$ cat config.mk
export PLATFORM = sky130hd
export DESIGN_NAME = gate_bist_ctrl
export DESIGN_NICKNAME = d
export VERILOG_FILES = /design/src/rtl/gate_bist_ctrl.sv
export SDC_FILE = /design/constraint.sdc
export NUM_CORES = 1
export LEC_CHECK = 0
export BUFFER_PORTS_ARGS = -buffer_cell sky130_fd_sc_hd__buf_4
export CAP_MARGIN = 20
export CORE_UTILIZATION = 40
export CTS_CLUSTER_SIZE = 16
export DETAILED_ROUTE_END_ITERATION = 8
export PLACE_DENSITY = 0.7
export SYNTH_ARGS = -nofsm -noshare
export SYNTH_HDL_FRONTEND = slang
export SYNTH_SLANG_ARGS = --single-unit
$ cat constraint.sdc
create_clock -name clk -period 9.3 [get_ports clk]
set_input_delay 1.86 -clock clk [delete_from_list [all_inputs] [get_ports clk]]
set_output_delay 1.86 -clock clk [all_outputs]
set_load 0.01 [all_outputs]
$ cat src/rtl/gate_bist_ctrl.sv
// gate_bist_ctrl: built-in self-test sequencer for the two-input basic-gate block.
// Walks {a,b} through 00, 01, 10, 11. Each vector is held for the settle time and
// then sampled once. The {xor,nand,not,or,and} outputs are checked against golden
// values, and per-vector, per-gate and total mismatch results are accumulated.
module gate_bist_ctrl #(
    parameter int unsigned SETTLE_CYCLES = 2
) (
    input  logic       clk,
    input  logic       rst_n,
    input  logic       start,
    output logic       a_out,
    output logic       b_out,
    input  logic [4:0] gates_in,
    output logic       busy,
    output logic       done,
    output logic       pass,
    output logic [3:0] fail_vec,
    output logic [4:0] fail_mask,
    output logic [4:0] err_count
);

    // A settle time of zero would skip APPLY altogether, so it is clamped to one cycle.
    localparam int unsigned SETTLE_EFF = (SETTLE_CYCLES == 0) ? 1 : SETTLE_CYCLES;
    localparam logic [7:0]  CNT_LAST   = 8'(SETTLE_EFF - 1);

    typedef enum logic [1:0] {
        S_IDLE,
        S_APPLY,
        S_SAMPLE,
        S_DONE
    } state_t;

    state_t     state_q, state_d;
    logic [1:0] idx_q, idx_d;
    logic [7:0] cnt_q, cnt_d;
    logic       pass_q, pass_d;
    logic [3:0] fail_vec_q, fail_vec_d;
    logic [4:0] fail_mask_q, fail_mask_d;
    logic [4:0] err_count_q, err_count_d;
    logic [4:0] mism;

    // Golden response of a good gate block. Packing is {xor,nand,not,or,and}, and not = ~a.
    function automatic logic [4:0] golden(input logic [1:0] ab);
        logic [4:0] g;
        case (ab)
            2'b00:   g = 5'b01100;
            2'b01:   g = 5'b11110;
            2'b10:   g = 5'b11010;
            default: g = 5'b00011;
        endcase
        return g;
    endfunction

    function automatic logic [2:0] popcount5(input logic [4:0] m);
        logic [2:0] n;
        n = '0;
        for (int i = 0; i < 5; i++) begin
            n = n + 3'(m[i]);
        end
        return n;
    endfunction

    // gates_in only matters in SAMPLE. In every other state this difference is ignored.
    assign mism = gates_in ^ golden(idx_q);

    // State register with synchronous reset. A reset in the middle of a run simply abandons it.
    always_ff @(posedge clk) begin
        if (!rst_n) begin
            state_q     <= S_IDLE;
            idx_q       <= '0;
            cnt_q       <= '0;
            pass_q      <= 1'b0;
            fail_vec_q  <= '0;
            fail_mask_q <= '0;
            err_count_q <= '0;
        end else begin
            // NOTE: non-blocking assignments make every register here update from the
            // pre-edge values, so the order of these lines has no effect.
            state_q     <= state_d;
            idx_q       <= idx_d;
            cnt_q       <= cnt_d;
            pass_q      <= pass_d;
            fail_vec_q  <= fail_vec_d;
            fail_mask_q <= fail_mask_d;
            err_count_q <= err_count_d;
        end
    end

    // Next-state logic: sequence the vectors, time the settle window and accumulate results.
    always_comb begin
        // NOTE: every signal driven here gets a default first. A path that leaves one
        // unassigned would infer a latch.
        state_d     = state_q;
        idx_d       = idx_q;
        cnt_d       = cnt_q;
        pass_d      = pass_q;
        fail_vec_d  = fail_vec_q;
        fail_mask_d = fail_mask_q;
        err_count_d = err_count_q;

        case (state_q)
            S_IDLE: begin
                if (start) begin
                    state_d     = S_APPLY;
                    idx_d       = '0;
                    cnt_d       = '0;
                    pass_d      = 1'b0;
                    fail_vec_d  = '0;
                    fail_mask_d = '0;
                    err_count_d = '0;
                end
            end
            S_APPLY: begin
                cnt_d = cnt_q + 8'd1;
                if (cnt_q == CNT_LAST) begin
                    state_d = S_SAMPLE;
                end
            end
            S_SAMPLE: begin
                fail_vec_d[idx_q] = |mism;
                fail_mask_d       = fail_mask_q | mism;
                err_count_d       = err_count_q + 5'(popcount5(mism));
                if (idx_q == 2'd3) begin
                    state_d = S_DONE;
                    pass_d  = (err_count_d == 5'd0);
                end else begin
                    state_d = S_APPLY;
                    idx_d   = idx_q + 2'd1;
                    cnt_d   = '0;
                end
            end
            default: begin
                state_d = S_IDLE;
            end
        endcase
    end

    // Outputs are decoded from registered state only, so a_out and b_out are glitch-free
    // and stay stable for the whole vector.
    assign busy      = (state_q == S_APPLY) || (state_q == S_SAMPLE);
    assign done      = (state_q == S_DONE);
    assign a_out     = busy & idx_q[1];
    assign b_out     = busy & idx_q[0];
    assign pass      = pass_q;
    assign fail_vec  = fail_vec_q;
    assign fail_mask = fail_mask_q;
    assign err_count = err_count_q;

endmodule

==> results of run 1 <==
Yosys cell counts (6+ instances only):
cell	n	share of area, %
nand2_1	8	1.9
inv_1	14	3.4
a21oi_1	8	2.6
xor2_1	9	5.0
a22oi_1	6	2.9
xnor2_1	6	3.4
ha_1	17	14
dfxtp_1	27	35
nor2_1	18	4.3
o21ai_0	6	1.9
nor2b_1	14	5.6
path summary, 6_finish.rpt:
path,start,end,slack [ns],cells past startpoint
worst min register to register,fail_mask[2],fail_mask[2],0.48,2
worst max register to register,idx_q[0],pass,5.37,14
worst min-delay path,fail_mask[2],fail_mask[2],0.48,2
worst max-delay path,gates_in[0],pass,4.61,13
state kept, by name, summed over array words and instances, names as in the netlist:
signal,count
cnt_q,8
err_count,5
fail_mask,5
fail_vec,4
idx_q,2
state_q,2
pass,1
layer usage:
layer	share of wire [%]	global-route usage (%)	vias to the layer above
li1	-	-	640
met2	43	26.18	29
met3	3.8	4.049	6
met5	0	0	-
met4	1.8	6.389	0
met1	51	21.53	592
layout make-up:
| type | count | area [sq um] |
|---|---|---|
| clock inverters | 1 | 7.507 |
| well taps | 48 | 60.06 |
| clock buffers | 3 | 41.29 |
| flip-flops and latches | 27 | 540.5 |
| fillers | 366 | 1858 |
| inverters | 14 | 52.55 |
| multi-input cells | 127 | 960.9 |
| repair buffers | 26 | 195.2 |
stage by stage:
step,hold WS (ns),utilization (%)
after floorplan,0.4893,-
after global placement,0.4550,48.69
after detailed placement,0.4649,48.69
after CTS,0.4893,50.00
after global routing,0.5141,50.00
final,0.4816,50.00
worst min-delay path, delay by kind of cell (launching register included):
kind / cells / cell delay [ns]
simple gates: 2 / 0.12
flops: 1 / 0.34
power groups by stage:
stage | combinational, mW | clock [mW] | sequential (mW)
after floorplan | 0.131 | 0 | 0.148
after global placement | 0.182 | 0 | 0.148
after detailed placement | 0.185 | 0 | 0.148
after CTS | 0.187 | 0.0722 | 0.145
after global routing | 0.210 | 0.0772 | 0.147
final | 0.186 | 0.0697 | 0.145
cells by family after synthesis:
group           share of synthesized area, %
fa+ha+maj                              17.45
compound gates                         15.85
xor+xnor                               8.407
mux                                   0.9605
simple gates                           18.81
buf+inv                                3.923
flops                                  34.59
==> metrics.md, run 1 <==
| Metric | Value |
|---|---|
| Fin. Hold Viols | `0` |
| Yosys cell types | `35` |
| Row count | `22` |
| Worst-Skew Late Latency | `0.28 ns` |
| DR WL/cell | `12.73 um` |
| CP cell instances | `buf_4 > xor2_1 > inv_1 > fa_1 > inv_1 > fa_1 > ha_1 > inv_1 > fa_1 > xnor2_1 > or4_1 > o31ai_1 > and2_1` |
| Die X-Extent | `64.51 um` |
| Final Non-Filler Cells | `246` |
| Vias in the first global route | `1199` |
| Initial antenna violation count | `0` |
| Power per Cell Area | `215.8 nW/um^2` |
| CTS root buffer | `clkbuf_8` |
| Place WS | `4.338 ns` |
| Die area | `4161 sq um` |
| Fraction of registers with async set/reset | `0%` |
| Leakage | `0.7948 nW` |
| Placed cell area | `1809 sq um` |
| Rel. slew slack | `53.34%` |
| Sw frac | `40.31%` |
| Dpl cells | `242` |
| Clock Sink Count | `27` |
| Fin crit share | `50.38%` |
| Worst path top cell family by delay | `adder cells` |
| Max stage delay on crit path | `0.50 ns` |
| Chip height | `64.51 um` |
| DR vias/cell | `5.150` |
| Post-layout minimum cycle time | `4.686 ns` |
| Worst setup EP type | `flop` |
| Post-synthesis sequential area ratio | `34.59%` |
| Critical Path RT | `9.53 ns` |
| Final worst-path setup slack | `4.614 ns` |
| Gate power share | `46.4%` |
| Crit path kind | `in -> reg` |
| Switch Pwr | `0.1616 mW` |
| Global route total overflow | `0` |
| Cell area after layout | `1858 sq um` |
| Cells after Synth | `170` |
| Core area | `3716 sq um` |
| Cts repair resizes | `0` |
| Post-DP HPWL | `2.367 mm` |
| Highest-count cells in the layout ignoring fill and taps | `dfxtp_1, buf_4, nor2_1` |
| TritonCTS Buffers | `3` |
| Num ports | `27` |
| Sum Neg Setup Slack | `0 ns` |
| Hold-fix buffer count after cts | `0` |
| Mapped Nets | `198` |
| Area delta synth->final | `18.89%` |
| Number of antenna diodes | `0` |
| Via Count | `1267` |
| 1st-iter DRT viols | `58` |
| Drt first pass iters | `4` |
| EDFF count, synth | `0` |
| Final #Nets | `227` |
| Worst clock skew | `0.008285 ns` |
| Port Buf Inserts | `26` |
| Post-CTS setup buffers | `0` |
| Commonest non-fill, non-tap cell in the layout | `dfxtp_1` |
| Pin count of the biggest net entering global routing | `17` |
| Clock Power Share | `17.4%` |
| Synth Register Bits | `27` |
| Placer Congestion | `0.8064` |
| Average size of a mapped cell | `9.193 sq um` |
| Crit path max-delay cell type | `or4_1` |
| CP Launch Type | `primary input` |
| Worst hold path class | `reg -> reg` |
| Synth Cell Area | `1563 sq um` |
| Clk buf depth | `2` |
| Main synth FF type | `dfxtp_1` |
| Clock slew at reported path FFs | `0.10 ns` |
| Final Power | `0.4009 mW` |
| Int Pwr | `0.2393 mW` |
| # DRC | `0` |
| Run status | `complete, no violations` |
| Peak supply drop | `0.0001163 V` |
| Buf/Inv on CP | `4` |
| Antenna Violating Nets Remaining | `0` |
| Tot GR Track Use | `16.55%` |
| Yosys Warn Count | `0` |
| Unrepaired setup endpoints after global routing | `false` |
| Max-cap violation count | `0` |
| Final wirelength | `3.131 mm` |
| Max-slew violations | `0` |
| Initial core utilization | `42.05%` |
| Power share of the sequential group | `36.2%` |
| Setup Viol. Count Final | `0` |
| Share of layout cells above drive strength 1 | `18.18%` |
| CTS tree | `built` |
| Worst EP arrival | `4.92 ns` |
| Fmax | `213.4 MHz` |
| First-pass GRT wire length | `5.409 mm` |
| Worst-margin pin slew | `0.6953 ns` |
| Worst-path fanout max | `3` |
| H-tree Lvls | `1` |
Power figures use the tool's default switching activity.
==> run 2, diff against run 1 <==
==> constraint.sdc (replaced) <==
create_clock -name clk -period 4.77 [get_ports clk]
set_input_delay 0.954 -clock clk [delete_from_list [all_inputs] [get_ports clk]]
set_output_delay 0.954 -clock clk [all_outputs]
set_load 0.01 [all_outputs]
==> run 2 against run 1 <==
Sequential share of layout area grew 0.059 points. Clock-buffer cell count grew 1. Die area is the same. Setup slack lost 3.9 ns. Clock skew shrank 0.0056 ns. Worst hold slack lost 0.0035 ns. Register-to-register slack lost 4.6 ns. Critical path depth grew 1. Combinational power grew 94%. Utilization shrank 0.10 points.
==> metrics.md, run 2 (synthesis gave the netlist of run 1 again) <==
| Metric | Value |
|---|---|
| Worst EP arrival | `4.24 ns (-0.68 ns)` |
| Worst-margin pin slew | `0.7127 ns (+0.01745 ns)` |
| Worst hold path class | `reg -> reg` |
| Worst setup EP type | `flop` |
| Dpl cells | `242 (unchanged)` |
| Num ports | `27 (unchanged)` |
| Commonest non-fill, non-tap cell in the layout | `dfxtp_1` |
| Cts repair resizes | `0 (unchanged)` |
| # DRC | `0 (unchanged)` |
| Max-slew violations | `0 (unchanged)` |
| Leakage | `0.7958 nW (+0.13%)` |
| Final #Nets | `227 (unchanged)` |
| Fin. Hold Viols | `0 (unchanged)` |
| CP Launch Type | `flop` |
| Port Buf Inserts | `26 (unchanged)` |
| CP cell instances | `inv_1 > ha_1 > o21bai_1 > xor2_1 > fa_1 > inv_1 > fa_1 > ha_1 > inv_1 > fa_1 > xnor2_1 > or4_1 > o31ai_1 > and2_1` |
| Worst clock skew | `0.002660 ns (-0.005625 ns)` |
| Initial core utilization | `42.05% (unchanged)` |
| Share of layout cells above drive strength 1 | `17.68% (-0.51 points)` |
| Area delta synth->final | `18.66%` |
| Fin crit share | `83.98%` |
| Clk buf depth | `2 (unchanged)` |
| Tot GR Track Use | `16.62% (+0.074 points)` |
| Post-CTS setup buffers | `0 (unchanged)` |
| Vias in the first global route | `1147 (-4.3%)` |
| Grt peak-use layer | `met2` |
| Clock slew at reported path FFs | `0.09 ns (about the same)` |
| Max-cap violation count | `0 (unchanged)` |
| Number of fill cells | `361 (-1.4%)` |
| Final Power | `0.7784 mW (+94%)` |
| Final Non-Filler Cells | `246 (unchanged)` |
| Max stage delay on crit path | `0.52 ns (+0.02 ns)` |
| Buf/Inv on CP | `3 (-1)` |
| Post-DP HPWL | `2.332 mm (-1.5%)` |
| Worst-path fanout max | `8 (+5)` |
| First-pass GRT wire length | `5.388 mm (-0.39%)` |
| Final wirelength | `3.155 mm (+0.77%)` |
| Power per Cell Area | `419.8 nW/um^2 (+95%)` |
| Die X-Extent | `64.51 um (unchanged)` |
| Sum Neg Setup Slack | `0 ns (unchanged)` |
| GR Util met1 | `22.28% (+0.75 points)` |
| Rel. slew slack | `52.17% (-1.2 points)` |
| CTS root buffer | `clkbuf_8` |
| Global route total overflow | `0 (unchanged)` |
| Via Count | `1254 (-1.0%)` |
| Fmax | `249.6 MHz` |
| Largest register FFs | `8 (unchanged)` |
| 1st-iter DRT viols | `69 (+19%)` |
| Antenna Violating Nets Remaining | `0 (unchanged)` |
| Unrepaired setup endpoints after global routing | `false` |
| Clock Sink Count | `27 (unchanged)` |
| Place WS | `0.6578 ns (-3.680 ns)` |
| CTS tree | `built` |
| Highest-count cells in the layout ignoring fill and taps | `dfxtp_1, buf_4, nor2_1` |
| DR WL/cell | `12.83 um (+0.77%)` |
| Placer Congestion | `0.8306 (+3.0%)` |
| Pin count of the biggest net entering global routing | `17 (unchanged)` |
| Critical Path RT | `5.00 ns (-4.53 ns)` |
| Crit path kind | `reg -> reg` |
| Drt first pass iters | `4 (unchanged)` |
| Met3 global-route usage | `3.697% (-0.35 points)` |
| TritonCTS Buffers | `3 (unchanged)` |
| Initial antenna violation count | `0 (unchanged)` |
| Run status | `complete, no violations` |
| Number of antenna diodes | `0 (unchanged)` |
| Row count | `22 (unchanged)` |
| Chip height | `64.51 um (unchanged)` |
| Worst path top cell family by delay | `adder cells` |
| Hold-fix buffer count after cts | `0 (unchanged)` |
| Setup Viol. Count Final | `0 (unchanged)` |
| Final worst-path setup slack | `0.7643 ns (-3.850 ns)` |
| GRT met2 Usage | `26.45% (+0.26 points)` |
| H-tree Lvls | `1 (unchanged)` |
| Core area | `3716 sq um (unchanged)` |
| DR vias/cell | `5.098 (-1.0%)` |
| Die area | `4161 sq um (unchanged)` |
| Worst-Skew Late Latency | `0.28 ns (about the same)` |
| Peak supply drop | `0.0002162 V (+86%)` |
| Post-layout minimum cycle time | `4.006 ns` |
| Crit path max-delay cell type | `fa_1` |
| Biggest register | `cnt_q` |
run 2: changes by cell type in the layout (fill, tap and decap cells not counted), sizes merged:
cell and delta:
clkbuf +1, clkinvlp -1
run 2: worst paths after layout:
| path | start | to | slack, ns | cells after the start |
|---|---|---|---|---|
| worst max-delay path | idx_q[0] | pass | 0.76 | 14 |
| worst min-delay path | fail_mask[2] | fail_mask[2] | 0.48 | 2 |
| worst max register to register | idx_q[0] | pass | 0.76 | 14 |
| worst min register to register | fail_mask[2] | fail_mask[2] | 0.48 | 2 |
run 2: per-stage QoR:
stage / cell area, sq um / utilization (%) / hold slack [ns]
6_report: 1854 / 49.90 / 0.4781
3_3_place_gp: 1809 / 48.69 / 0.4542
3_5_place_dp: 1809 / 48.69 / 0.4603
5_1_grt: 1854 / 49.90 / 0.5187
4_1_cts: 1854 / 49.90 / 0.4847
2_1_floorplan: 1563 / - / 0.4893
run 2: worst register-to-register path, cell delays in order, from the launching register on:
cell and delay, ns:
dfxtp_1 0.48, inv_1 0.13, ha_1 0.25, o21bai_1 0.23, xor2_1 0.16, fa_1 0.52
inv_1 0.05, fa_1 0.49, ha_1 0.18, inv_1 0.06, fa_1 0.40, xnor2_1 0.16
or4_1 0.51, o31ai_1 0.20, and2_1 0.15
run 2: per-layer routing:
metal  share of wire, %  wire [um]
met1                 50       1582
met2                 44       1393
met3                4.4        140
met4                1.2         38
met5                  0          0
run 2: layout make-up:
cell class / count / area, sq um / share of cell area [%]
inverters: 14 / 52.55 / 2.834
multi-input cells: 127 / 960.9 / 51.82
well taps: 48 / 60.06 / 3.239
clock buffers: 4 / 45.04 / 2.429
repair buffers: 26 / 195.2 / 10.53
flip-flops and latches: 27 / 540.5 / 29.15
run 2: report_power, final:
group	switching (mW)	internal, mW
Sequential	0.0289	0.255
Combinational	0.209	0.152
Clock	0.0739	0.0601
Total	0.311	0.467
